==> config.mk <==
export PLATFORM = sky130hd
export DESIGN_NAME = mem_stage_latch
export DESIGN_NICKNAME = d
export VERILOG_FILES = /design/src/rtl/mem_stage_latch.sv
export SDC_FILE = /design/constraint.sdc
export NUM_CORES = 1
export LEC_CHECK = 0
export BUFFER_PORTS_ARGS = -buffer_cell sky130_fd_sc_hd__buf_2
export CAP_MARGIN = 20
export CORE_UTILIZATION = 40
export CTS_CLUSTER_SIZE = 12
export DETAILED_ROUTE_END_ITERATION = 8
export GPL_TIMING_DRIVEN = 0
export PLACE_DENSITY = 0.7
export SLEW_MARGIN = 15
export SYNTH_ARGS = -nofsm -noshare
export SYNTH_HDL_FRONTEND = slang
export SYNTH_SLANG_ARGS = --single-unit
==> constraint.sdc <==
create_clock -name clock -period 2.3 [get_ports clock]
set_input_delay 0.115 -clock clock [delete_from_list [all_inputs] [get_ports clock]]
set_output_delay 0.115 -clock clock [all_outputs]
set_load 0.02 [all_outputs]
==> src/rtl/mem_stage_latch.sv <==
// -----------------------------------------------------------------------------
// mem_stage_latch
//
// Memory stage plus M/W pipeline register of the 5-stage CPU. Takes the X/M
// latch contents, performs lw/sw against a variable-latency data memory over
// a req/ready handshake, stalls the upstream stages while an access is
// outstanding, and presents registered instruction / ALU result / load data
// to the writeback controller.
//
// Ports:
//   clock, reset          pipeline clock (rising edge), async active-low reset
//   xm_valid/insn/alu/
//   xm_storeData          X/M latch contents (insn, ALU result/address, rd value)
//   mem_stall             combinational: upstream holds X/M and PC while high
//   dmem_req/we/addr/
//   wdata                 registered request to data memory
//   dmem_ready/rdata      memory completion strobe and read data
//   mw_valid/insn/alu/
//   mw_dmem               M/W latch presented to writeback (bubble = all zero)
//   stall_count           saturating count of cycles with mem_stall high
// -----------------------------------------------------------------------------
module mem_stage_latch #(
    parameter int         ADDR_BITS = 12,
    parameter logic [4:0] LW_OPCODE = 5'b01000,
    parameter logic [4:0] SW_OPCODE = 5'b00111
) (
    input  logic                 clock,
    input  logic                 reset,
    input  logic                 xm_valid,
    input  logic [31:0]          xm_insn,
    input  logic [31:0]          xm_alu,
    input  logic [31:0]          xm_storeData,
    output logic                 mem_stall,
    output logic                 dmem_req,
    output logic                 dmem_we,
    output logic [ADDR_BITS-1:0] dmem_addr,
    output logic [31:0]          dmem_wdata,
    input  logic                 dmem_ready,
    input  logic [31:0]          dmem_rdata,
    output logic                 mw_valid,
    output logic [31:0]          mw_insn,
    output logic [31:0]          mw_alu,
    output logic [31:0]          mw_dmem,
    output logic [15:0]          stall_count
);

    typedef enum logic {
        IDLE = 1'b0,
        BUSY = 1'b1
    } state_t;

    state_t      state_reg;
    state_t      state_next;

    // Instruction and ALU result of the access in flight; X/M is not sampled
    // while BUSY, so these carry the instruction through to M/W.
    logic [31:0] hold_insn_reg;
    logic [31:0] hold_alu_reg;

    logic        xm_is_lw;
    logic        xm_is_sw;
    logic        memop;
    logic        hold_is_lw;
    logic        issue;
    logic        complete;

    assign xm_is_lw   = (xm_insn[31:27] == LW_OPCODE);
    assign xm_is_sw   = (xm_insn[31:27] == SW_OPCODE);
    assign memop      = xm_valid & (xm_is_lw | xm_is_sw);
    assign hold_is_lw = (hold_insn_reg[31:27] == LW_OPCODE);

    // State register
    always_ff @(posedge clock or negedge reset) begin
        if (!reset) begin
            state_reg <= IDLE;
        end else begin
            state_reg <= state_next;
        end
    end

    // Next-state logic; dmem_ready is ignored while IDLE
    always_comb begin
        state_next = state_reg;
        case (state_reg)
            IDLE:    if (memop)      state_next = BUSY;
            BUSY:    if (dmem_ready) state_next = IDLE;
            default:                 state_next = IDLE;
        endcase
    end

    // Output / control decode
    always_comb begin
        mem_stall = 1'b0;
        issue     = 1'b0;
        complete  = 1'b0;
        case (state_reg)
            IDLE: begin
                mem_stall = memop;
                issue     = memop;
            end
            BUSY: begin
                // Stall is released in the completion cycle so upstream
                // advances on the same edge that retires the access.
                mem_stall = ~dmem_ready;
                complete  = dmem_ready;
            end
            default: ;
        endcase
    end

    // Memory request registers and holding registers
    always_ff @(posedge clock or negedge reset) begin
        if (!reset) begin
            dmem_req      <= 1'b0;
            dmem_we       <= 1'b0;
            dmem_addr     <= '0;
            dmem_wdata    <= '0;
            hold_insn_reg <= '0;
            hold_alu_reg  <= '0;
        end else if (issue) begin
            dmem_req      <= 1'b1;
            dmem_we       <= xm_is_sw;
            // Address bits above ADDR_BITS are intentionally discarded
            dmem_addr     <= xm_alu[ADDR_BITS-1:0];
            dmem_wdata    <= xm_storeData;
            hold_insn_reg <= xm_insn;
            hold_alu_reg  <= xm_alu;
        end else if (complete) begin
            dmem_req      <= 1'b0;
            dmem_we       <= 1'b0;
        end
    end

    // M/W pipeline register
    always_ff @(posedge clock or negedge reset) begin
        if (!reset) begin
            mw_valid <= 1'b0;
            mw_insn  <= '0;
            mw_alu   <= '0;
            mw_dmem  <= '0;
        end else if (complete) begin
            mw_valid <= 1'b1;
            mw_insn  <= hold_insn_reg;
            mw_alu   <= hold_alu_reg;
            mw_dmem  <= hold_is_lw ? dmem_rdata : 32'h0;
        end else if ((state_reg == IDLE) && !memop && xm_valid) begin
            mw_valid <= 1'b1;
            mw_insn  <= xm_insn;
            mw_alu   <= xm_alu;
            mw_dmem  <= 32'h0;
        end else begin
            // Bubble: insn 0 decodes as add $0,$0,$0, harmless at writeback
            mw_valid <= 1'b0;
            mw_insn  <= '0;
            mw_alu   <= '0;
            mw_dmem  <= '0;
        end
    end

    // Saturating stall counter
    always_ff @(posedge clock or negedge reset) begin
        if (!reset) begin
            stall_count <= '0;
        end else if (mem_stall && (stall_count != 16'hFFFF)) begin
            stall_count <= stall_count + 16'd1;
        end
    end

endmodule

==> results of run 1 <==
==> logic make-up after synthesis <==
group	share of synthesized area, %
buffers and inverters	3.42
AND/OR/NAND/NOR	24.0
XOR/XNOR	1.52
adder cells (fa/ha/maj)	0.155
flip-flops	65.7
multiplexers	0.418
AO/OA/AOI/OAI	4.80
==> per-layer routing <==
metal | vias to the layer above | share of wire (%) | global-route usage, %
met1 | 3552 | 41 | 27.8
li1 | 3503 | - | -
met3 | 66 | 5.6 | 3.97
met2 | 283 | 50 | 39.5
met4 | 0 | 3.3 | 9.41
met5 | - | 0 | 0
==> timing repair <==
action | CTS | global route
hold endpoints to repair | 401 | 0
resized for setup | 1 | 0
hold buffers | 131 | 0
endpoints found under the setup margin | 8 | 0
==> worst max-delay path: cells and delay by family, from the launching register on <==
kind,cells,cell delay [ns]
buf+inv,2,0.99
flops,1,0.46
simple gates,2,0.34
compound gates,1,0.17
==> layout make-up <==
type,instances,share of cell area (%)
flip-flops and latches,212,44.4
clock inverters,4,0.199
well taps,265,2.77
repair buffers,424,23.7
clock buffers,36,5.72
plain buffers,56,2.22
inverters,3,0.0942
diodes,1,0.0209
multi-input cells,568,20.9
==> cells in the final DEF (no fill, tap or decap), types with 7 or more instances in the layout <==
master         netlist  routed
and2_1              35      35
dlygate4sd3_1        0     131
a21oi_1             65      64
buf_4               12      12
buf_2                2     292
dfrtp_1            212     212
clkbuf_1            40      47
nand4_1              7       7
nand2_1            413     413
clkbuf_16            0      23
nand3_1              8       8
xnor2_1             13      13
nor2_1               7       7
==> worst min-delay path by stage <==
stage	start	endpoint	slack [ns]	depth (start not counted)
detailed placement	reset	mw_dmem[15]	-0.09	1
global route	dmem_ready	state_reg	0.06	3
CTS	dmem_ready	state_reg	0.004	3
floorplan	reset	dmem_addr[0]	-0.18	0
global placement	xm_storeData[5]	dmem_wdata[5]	0.31	3
finish	dmem_ready	state_reg	0.03	3
==> power by group through the flow <==
stage | sequential, mW | clock [mW] | combinational [mW]
3_5_place_dp | 4.58 | 0 | 1.61
4_1_cts | 4.53 | 3.57 | 1.79
3_3_place_gp | 4.58 | 0 | 1.56
2_1_floorplan | 4.87 | 0 | 0.620
5_1_grt | 4.60 | 3.72 | 1.97
6_report | 4.54 | 3.48 | 1.79
==> impl_metrics.json, run 1 <==
{
  "run_status": "finished clean",
  "place.gp.congestion": 0.793,
  "fillCellCount": 1607,
  "design.core.area_um2": 19700,
  "cp_data_arrival_time_ns": 2.49,
  "layout-drive-gt1-share_pct": 26.6,
  "cts.sinks": 212,
  "routed_vias": 7404,
  "cts_root_buffer": "clkbuf_16",
  "postCtsSetupRepairBufs": 0,
  "yosysTopAreaCellShare_pct": 65.7,
  "all_layer_global_routing_usage_pct": 22.7,
  "power_switching_mw": 2.79,
  "clkTransAtPathRegs_ns": 0.06,
  "final_max_slew_viol_count": 0,
  "synth_cells": 839,
  "cp_common_cell": "clkbuf_1",
  "std_cell_rows": 51,
  "post-place-cells": 1397,
  "worst_r2r_endpoint": "mw_insn[19]",
  "critical_path_cell_by_cell": "and2_1 -> clkbuf_1 -> clkbuf_1 -> nand2_1 -> a21oi_1",
  "post_drt_wl_per_cell_um": 14.9,
  "multiInputGateArea_um2": 2500,
  "remaining_antenna_violation_count_after_routing": 0,
  "synth.net_count": 972,
  "setup.worst_path.start_class": "register",
  "clock_skew_ns": 0.0170,
  "drc": 0,
  "post_synthesis_sequential_element_count": 212,
  "cp_data_required_time_ns": 2.73,
  "startpoint_of_the_worst_register_to_register_path": "state_reg",
  "cp_max_fo": 10,
  "internal_power_mw": 7.02,
  "combinationalPowerShare_pct": 18.3,
  "cp_slowest_stage_delay_ns": 0.51,
  "finalHoldWorstSlack_ns": 0.0275,
  "yosys.cell_types.count": 28,
  "clock_path_buffers": 3,
  "boundaryPins": 292,
  "worst_slew_margin_rel_pct": 38.3,
  "worst_slew_pin_slew_ns": 0.917,
  "grt_max_degree": 109,
  "asyncSetResetFlopFracSynth_pct": 100,
  "detailedRoute.firstPassIterationCount": 7,
  "htreeDepth": 1,
  "drt_first_iter_violations": 289,
  "dpl_worst_slack_ns": -0.382,
  "design_area_um2": 12000,
  "viasPerCell": 4.72,
  "first_pass_grt_wire_length_mm": 36.5,
  "reg2reg_depth": 5,
  "synth-edff-count": 0,
  "synth_sequential_area_ratio_pct": 65.7,
  "power.density_cell_area_nw_per_um2": 820,
  "post-synth-top-count-cell": "nand2_1",
  "syn2layout_area_growth_pct": 48.0,
  "cts_made_buffers": 23,
  "die_outline_height_um": 144,
  "fin_ws_ns": 0.235,
  "grt_pass1_vias": 7293,
  "place.detailed.hpwl_mm": 14.7,
  "finish.utilization_pct": 60.8,
  "setup_viol": 0,
  "floorplan.initialDensity_pct": 41.1,
  "die_width_um": 144,
  "tritoncts": "built",
  "stdcell_count": 1569,
  "switching_share_pct": 28.4,
  "vdd.ir_drop.worst_v": 0.000555,
  "finalSetupTns_ns": 0,
  "synth.cells.most_frequent": "nand2_1, dfrtp_1, a21oi_1",
  "setup_crit_end": "mw_insn[19]",
  "critPathKind": "register to register",
  "power.share.sequential_pct": 46.3,
  "finalCritPeriodShare_pct": 89.8,
  "clk_network_pwr_share_pct": 35.5,
  "post_synthesis_cell_type_with_the_largest_combined_area": "dfrtp_1",
  "period_minus_slack_ns": 2.06,
  "routed_wl_mm": 23.4,
  "total_power_mw": 9.81,
  "placedInstanceArea_um2": 9930,
  "worst_setup_path_end_kind": "register",
  "grt_setup_unrepaired": "false",
  "power_leakage_nw": 6.53,
  "crit_slowest_cell": "clkbuf_1",
  "fin_nets": 1421,
  "finalHoldViolations": 0,
  "clk-insertion-delay-late_ns": 0.51,
  "register_area_um2": 5310,
  "initial_antenna_violation_count": 0,
  "gr-total-overflow": 0,
  "worst_setup_path_startpoint": "state_reg",
  "area_of_the_die_um2": 20800,
  "yosys_warn_count": 0,
  "max-cap-violations": 0,
  "maxClockFrequency_mhz": 484,
  "worstHoldPathType": "input pin to register",
  "setup.reg_to_reg.worst_slack_ns": 0.24,
  "post_synth.cell_area_avg_um2": 9.63,
  "mappedNetlistArea_um2": 8080,
  "synth_area_leaders": "dfrtp_1, nand2_1, a21oi_1, and2_1, clkbuf_1",
  "dominantRegCellSynth": "dfrtp_1",
  "portbufs": 291
}
Power figures use the tool's default switching activity.
==> run 2: changes to the inputs <==
==> constraint.sdc (replaced) <==
create_clock -name clock -period 2.3 [get_ports clock]
set_input_delay 0.46 -clock clock [delete_from_list [all_inputs] [get_ports clock]]
set_output_delay 0.46 -clock clock [all_outputs]
set_load 0.02 [all_outputs]
==> impl_metrics.json, run 2 (synthesis gave the netlist of run 1 again) <==
{
  "drc": 0,
  "run_status": "finished clean",
  "maxClockFrequency_mhz": 437,
  "power.density_cell_area_nw_per_um2": 895,
  "clk_network_pwr_share_pct": 36.1,
  "power.share.sequential_pct": 47.2,
  "clock_path_buffers": 3,
  "cp_data_required_time_ns": 1.84,
  "cts_made_buffers": 23,
  "multiInputGateArea_um2": 2520,
  "layout-drive-gt1-share_pct": 29.9,
  "first_pass_grt_wire_length_mm": 32.3,
  "power_switching_mw": 2.68,
  "worst_setup_path_end_kind": "output port",
  "startpoint_of_the_worst_register_to_register_path": "state_reg",
  "critical_path_cell_by_cell": "buf_6 -> or4b_4 -> a2111o_1 -> nand2_4 -> buf_6",
  "worst_r2r_endpoint": "mw_insn[7]",
  "crit_slowest_cell": "or4b_4",
  "register_area_um2": 5310,
  "detailedRoute.firstPassIterationCount": 5,
  "internal_power_mw": 6.91,
  "fillCellCount": 1791,
  "design.core.area_um2": 19700,
  "grt_pass1_vias": 6262,
  "clk-insertion-delay-late_ns": 0.50,
  "post-place-cells": 1398,
  "die_width_um": 144,
  "place.gp.congestion": 0.786,
  "finalSetupTns_ns": 0,
  "boundaryPins": 292,
  "setup.worst_path.start_class": "input pin",
  "worstHoldPathType": "input pin to register",
  "syn2layout_area_growth_pct": 32.6,
  "switching_share_pct": 27.9,
  "period_minus_slack_ns": 2.29,
  "clock_skew_ns": 0.0149,
  "htreeDepth": 1,
  "initial_antenna_violation_count": 1,
  "viasPerCell": 4.65,
  "fin_nets": 1294,
  "floorplan.initialDensity_pct": 41.1,
  "hold_path.startpoint": "xm_storeData[26]",
  "post_drt_wl_per_cell_um": 14.5,
  "reg2reg_depth": 5,
  "max-cap-violations": 0,
  "cp_slowest_stage_delay_ns": 0.53,
  "vdd.ir_drop.worst_v": 0.000611,
  "die_outline_height_um": 144,
  "final_cell_mix": "nand2_1, buf_2, dfrtp_1",
  "gr-total-overflow": 0,
  "worst_slew_margin_rel_pct": 53.3,
  "area_of_the_die_um2": 20800,
  "cp_data_arrival_time_ns": 1.83,
  "all_layer_global_routing_usage_pct": 19.9,
  "worstHoldPathCells": 3,
  "grt_max_degree": 107,
  "combinationalPowerShare_pct": 16.7,
  "cp_max_fo": 3,
  "finalHoldViolations": 0,
  "routed_vias": 6691,
  "place.detailed.hpwl_mm": 14.8,
  "routed_wl_mm": 20.9,
  "remaining_antenna_violation_count_after_routing": 0,
  "cts.sinks": 212,
  "clkTransAtPathRegs_ns": 0.06,
  "cp_common_cell": "buf_6",
  "cts_root_buffer": "clkbuf_16",
  "power_leakage_nw": 6.00,
  "worst_slew_pin_slew_ns": 0.695,
  "final_max_slew_viol_count": 0,
  "setup_viol": 0,
  "drt_first_iter_violations": 247,
  "tritoncts": "built",
  "setup.reg_to_reg.worst_slack_ns": 0.24,
  "most_common_library_cell_in_the_layout_ignoring_fill_and_taps": "nand2_1",
  "finalCritPeriodShare_pct": 99.5,
  "std_cell_rows": 51,
  "critPathKind": "input pin to output port",
  "stdcell_count": 1438,
  "holdPathEnd": "dmem_wdata[26]",
  "portbufs": 291
}
## run 2: cell count changes in the layout (fill, tap and decap cells not counted), moves of 2 or more
cell           delta
dlygate4sd3_1   -130
buf_2             -4
buf_6             +3
buf_4             +4
clkbuf_8          -2
clkbuf_1          -2
## run 2: area by class of cell
| class | instances | area share [%] |
|---|---|---|
| antenna | 1 | 0.0234 |
| buffer | 55 | 2.43 |
| clock buffer | 32 | 6.07 |
| clock inverter | 4 | 0.444 |
| inverter | 3 | 0.105 |
| multi-input combinational | 568 | 23.5 |
| sequential | 212 | 49.6 |
| tap | 265 | 3.10 |
| timing repair buffer | 298 | 14.8 |
## run 2: worst max path at each step
stage                start           endpoint  slack, ns  depth (start not counted)
2_1_floorplan  xm_insn[27]    stall_count[12]       0.06                          6
3_3_place_gp         reset     stall_count[8]      -2.84                          1
3_5_place_dp   xm_insn[27]  hold_insn_reg[16]      -0.53                          7
4_1_cts        xm_insn[27]          mem_stall       0.01                          6
5_1_grt        xm_insn[28]          mem_stall     -0.003                          5
6_report       xm_insn[28]          mem_stall       0.01                          5
## run 2: per-layer routing
metal / track usage (%) / part of all wire [%]
met2: 33.2 / 48
met1: 25.3 / 41
met5: 0 / 0.058
met4: 6.72 / 2.9
met3: 4.87 / 7.5
## run 2: repair_timing
item,4_1_cts,5_1_grt
endpoints found under the hold margin,15,0
pin swaps,1,3
setup endpoints to repair,20,1
gates resized for setup,7,2
setup buffers,2,1
hold buffers,1,0
## run 2: stage by stage
stage | hold WS [ns] | power (mW) | instance area [um2] | utilization, % | setup WS [ns]
detailed placement | 0.297 | 6.20 | 9950 | 50.6 | -0.534
floorplan | 0.164 | 5.49 | 8080 | - | 0.0605
global route | 0.139 | 10.1 | 10700 | 54.5 | -0.00312
CTS | 0.131 | 9.68 | 10700 | 54.4 | 0.0145
finish | 0.153 | 9.58 | 10700 | 54.5 | 0.0111
global placement | 0.454 | 6.14 | 9870 | 50.2 | -2.84
## run 2: power groups by stage
stage | Clock [mW] | Combinational (mW) | Sequential [mW]
3_3_place_gp | 0 | 1.56 | 4.58
6_report | 3.46 | 1.60 | 4.53
5_1_grt | 3.70 | 1.78 | 4.59
4_1_cts | 3.53 | 1.62 | 4.53
3_5_place_dp | 0 | 1.62 | 4.58
2_1_floorplan | 0 | 0.620 | 4.87
## run 2: worst max-delay path, delay by kind of cell
| family | cells | cell delay (ns) |
|---|---|---|
| buffers and inverters | 2 | 0.22 |
| AO/OA/AOI/OAI | 1 | 0.50 |
| AND/OR/NAND/NOR | 2 | 0.65 |
==> run 3: changes to the inputs <==
==> constraint.sdc (replaced) <==
create_clock -name clock -period 2.3 [get_ports clock]
set_input_delay 0.46 -clock clock [delete_from_list [all_inputs] [get_ports clock]]
set_output_delay 0.46 -clock clock [all_outputs]
set_load 0.1 [all_outputs]
==> impl_metrics.json, run 3 (synthesis gave the netlist of run 1 again) <==
{
  "run_status": "finished with violations",
  "violations": "setup timing",
  "setup_viol": 1,
  "std_cell_rows": 51,
  "layout-drive-gt1-share_pct": 30.4,
  "place.gp.congestion": 0.793,
  "clock_path_buffers": 3,
  "finalSetupTns_ns": -0.0401,
  "startpoint_of_the_worst_register_to_register_path": "state_reg",
  "tritoncts": "built",
  "worst_setup_path_end_kind": "output port",
  "gr-total-overflow": 0,
  "all_layer_global_routing_usage_pct": 20.3,
  "fin_ws_ns": -0.0401,
  "cts_root_buffer": "clkbuf_16",
  "final_cell_mix": "nand2_1, buf_2, dfrtp_1",
  "timing.critical_path.buf_inv": 3,
  "timing.critical_path.max_delay_family": "simple AND/OR/NAND/NOR gates",
  "crit_slowest_cell": "or4b_4",
  "design.core.area_um2": 19700,
  "place.detailed.hpwl_mm": 15.0,
  "htreeDepth": 1,
  "worst_slew_pin_slew_ns": 0.986,
  "cp_data_arrival_time_ns": 1.88,
  "area_of_the_die_um2": 20800,
  "routed_wl_mm": 21.1,
  "routed_vias": 6743,
  "finish.utilization_pct": 55.0,
  "cp_slowest_stage_delay_ns": 0.53,
  "power.density_cell_area_nw_per_um2": 1080,
  "post_drt_wl_per_cell_um": 14.6,
  "max-cap-violations": 0,
  "initial_antenna_violation_count": 1,
  "dpl_worst_slack_ns": -0.534,
  "critical_path_cell_by_cell": "buf_6 -> or4b_4 -> a2111o_1 -> buf_8 -> nand2_8 -> buf_12",
  "power_leakage_nw": 6.05,
  "worst_setup_path_startpoint": "xm_insn[29]",
  "insertedDiodeCount": 0,
  "grt_max_degree": 96,
  "period_minus_slack_ns": 2.34,
  "fin_nets": 1296,
  "clock_skew_ns": 0.00763,
  "die_outline_height_um": 144,
  "cp_max_fo": 2,
  "finalCritPeriodShare_pct": 102,
  "first_pass_grt_wire_length_mm": 33.0,
  "worst_slew_margin_rel_pct": 33.6,
  "syn2layout_area_growth_pct": 34.0,
  "critPathKind": "input pin to output port",
  "remaining_antenna_violation_count_after_routing": 0,
  "cts.sinks": 212,
  "boundaryPins": 292,
  "maxClockFrequency_mhz": 427,
  "drc": 0,
  "setup.worst_path.start_class": "input pin",
  "placedInstanceArea_um2": 9950,
  "clk-insertion-delay-late_ns": 0.50,
  "worstHoldPathType": "input pin to register",
  "clkTransAtPathRegs_ns": 0.06,
  "final_max_slew_viol_count": 0,
  "grt_setup_unrepaired": "true",
  "die_width_um": 144,
  "floorplan.initialDensity_pct": 41.1,
  "fillCellCount": 1811,
  "viasPerCell": 4.67,
  "portbufs": 291,
  "cts_made_buffers": 24,
  "hold_path.startpoint": "xm_storeData[25]",
  "drt_first_iter_violations": 260,
  "grt_pass1_vias": 6540,
  "finalHoldViolations": 0,
  "cp_data_required_time_ns": 1.84,
  "vdd.ir_drop.worst_v": 0.00116,
  "most_common_library_cell_in_the_layout_ignoring_fill_and_taps": "nand2_1",
  "design_area_um2": 10800,
  "detailedRoute.firstPassIterationCount": 5
}
-- run 3: cell count changes in the layout (fill, tap and decap cells not counted), sizes merged --
cell	delta
diode	-1
clkinv	+3
clkbuf	+4
buf	+1
-- run 3: layer usage --
layer	routed length, um	global-route usage (%)	vias to the layer above
li1	-	-	3257
met1	8710	25.6	3191
met2	10300	35.0	271
met3	1800	5.23	22
met4	266	4.54	2
met5	9	0	-
-- run 3: cell type report --
class	count	area, um2	share of cell area (%)
clock buffers	36	717	6.63
plain buffers	56	275	2.54
well taps	265	332	3.06
multi-input cells	568	2520	23.3
inverters	3	11.3	0.104
clock inverters	7	62.6	0.578
flip-flops and latches	212	5310	49.1
repair buffers	298	1590	14.7
-- run 3: repair_timing --
item                       4_1_cts  5_1_grt
setup buffers                    4        0
gates resized for setup         10        1
setup endpoints to repair        3       34
hold endpoints to repair        26        0
hold buffers                     1        0
pin swaps                        2        0
-- run 3: worst min-delay path, stage by stage --
cell	delay, ns
buf_2	0.07
nand2_1	0.04
nand2_1	0.04
-- run 3: stage by stage --
stage | total power [mW] | hold WS (ns) | std cells
final | 11.7 | 0.148 | 1445
after global placement | 8.04 | 0.454 | 1395
after CTS | 11.9 | 0.121 | 1445
after global routing | 12.2 | 0.133 | 1445
after detailed placement | 8.11 | 0.323 | 1397
after floorplan | 7.37 | 0.164 | 839
-- run 3: path summary, 6_finish.rpt --
check	slack, ns	cells after the start	end
max	-0.04	6	mem_stall
min	0.15	3	dmem_wdata[25]
max reg2reg	0.22	5	mw_alu[16]
min reg2reg	0.47	2	dmem_wdata[21]
max in group asynchronous	0.73	4	mw_dmem[15]
min in group asynchronous	0.41	2	mw_alu[7]
-- run 3: power breakdown --
| part | switching [mW] | total, mW | internal [mW] |
|---|---|---|---|
| Sequential | 0.284 | 4.53 | 4.25 |
| Clock | 1.42 | 3.68 | 2.26 |
| Combinational | 2.91 | 3.51 | 0.604 |
| Total | 4.61 | 11.7 | 7.11 |
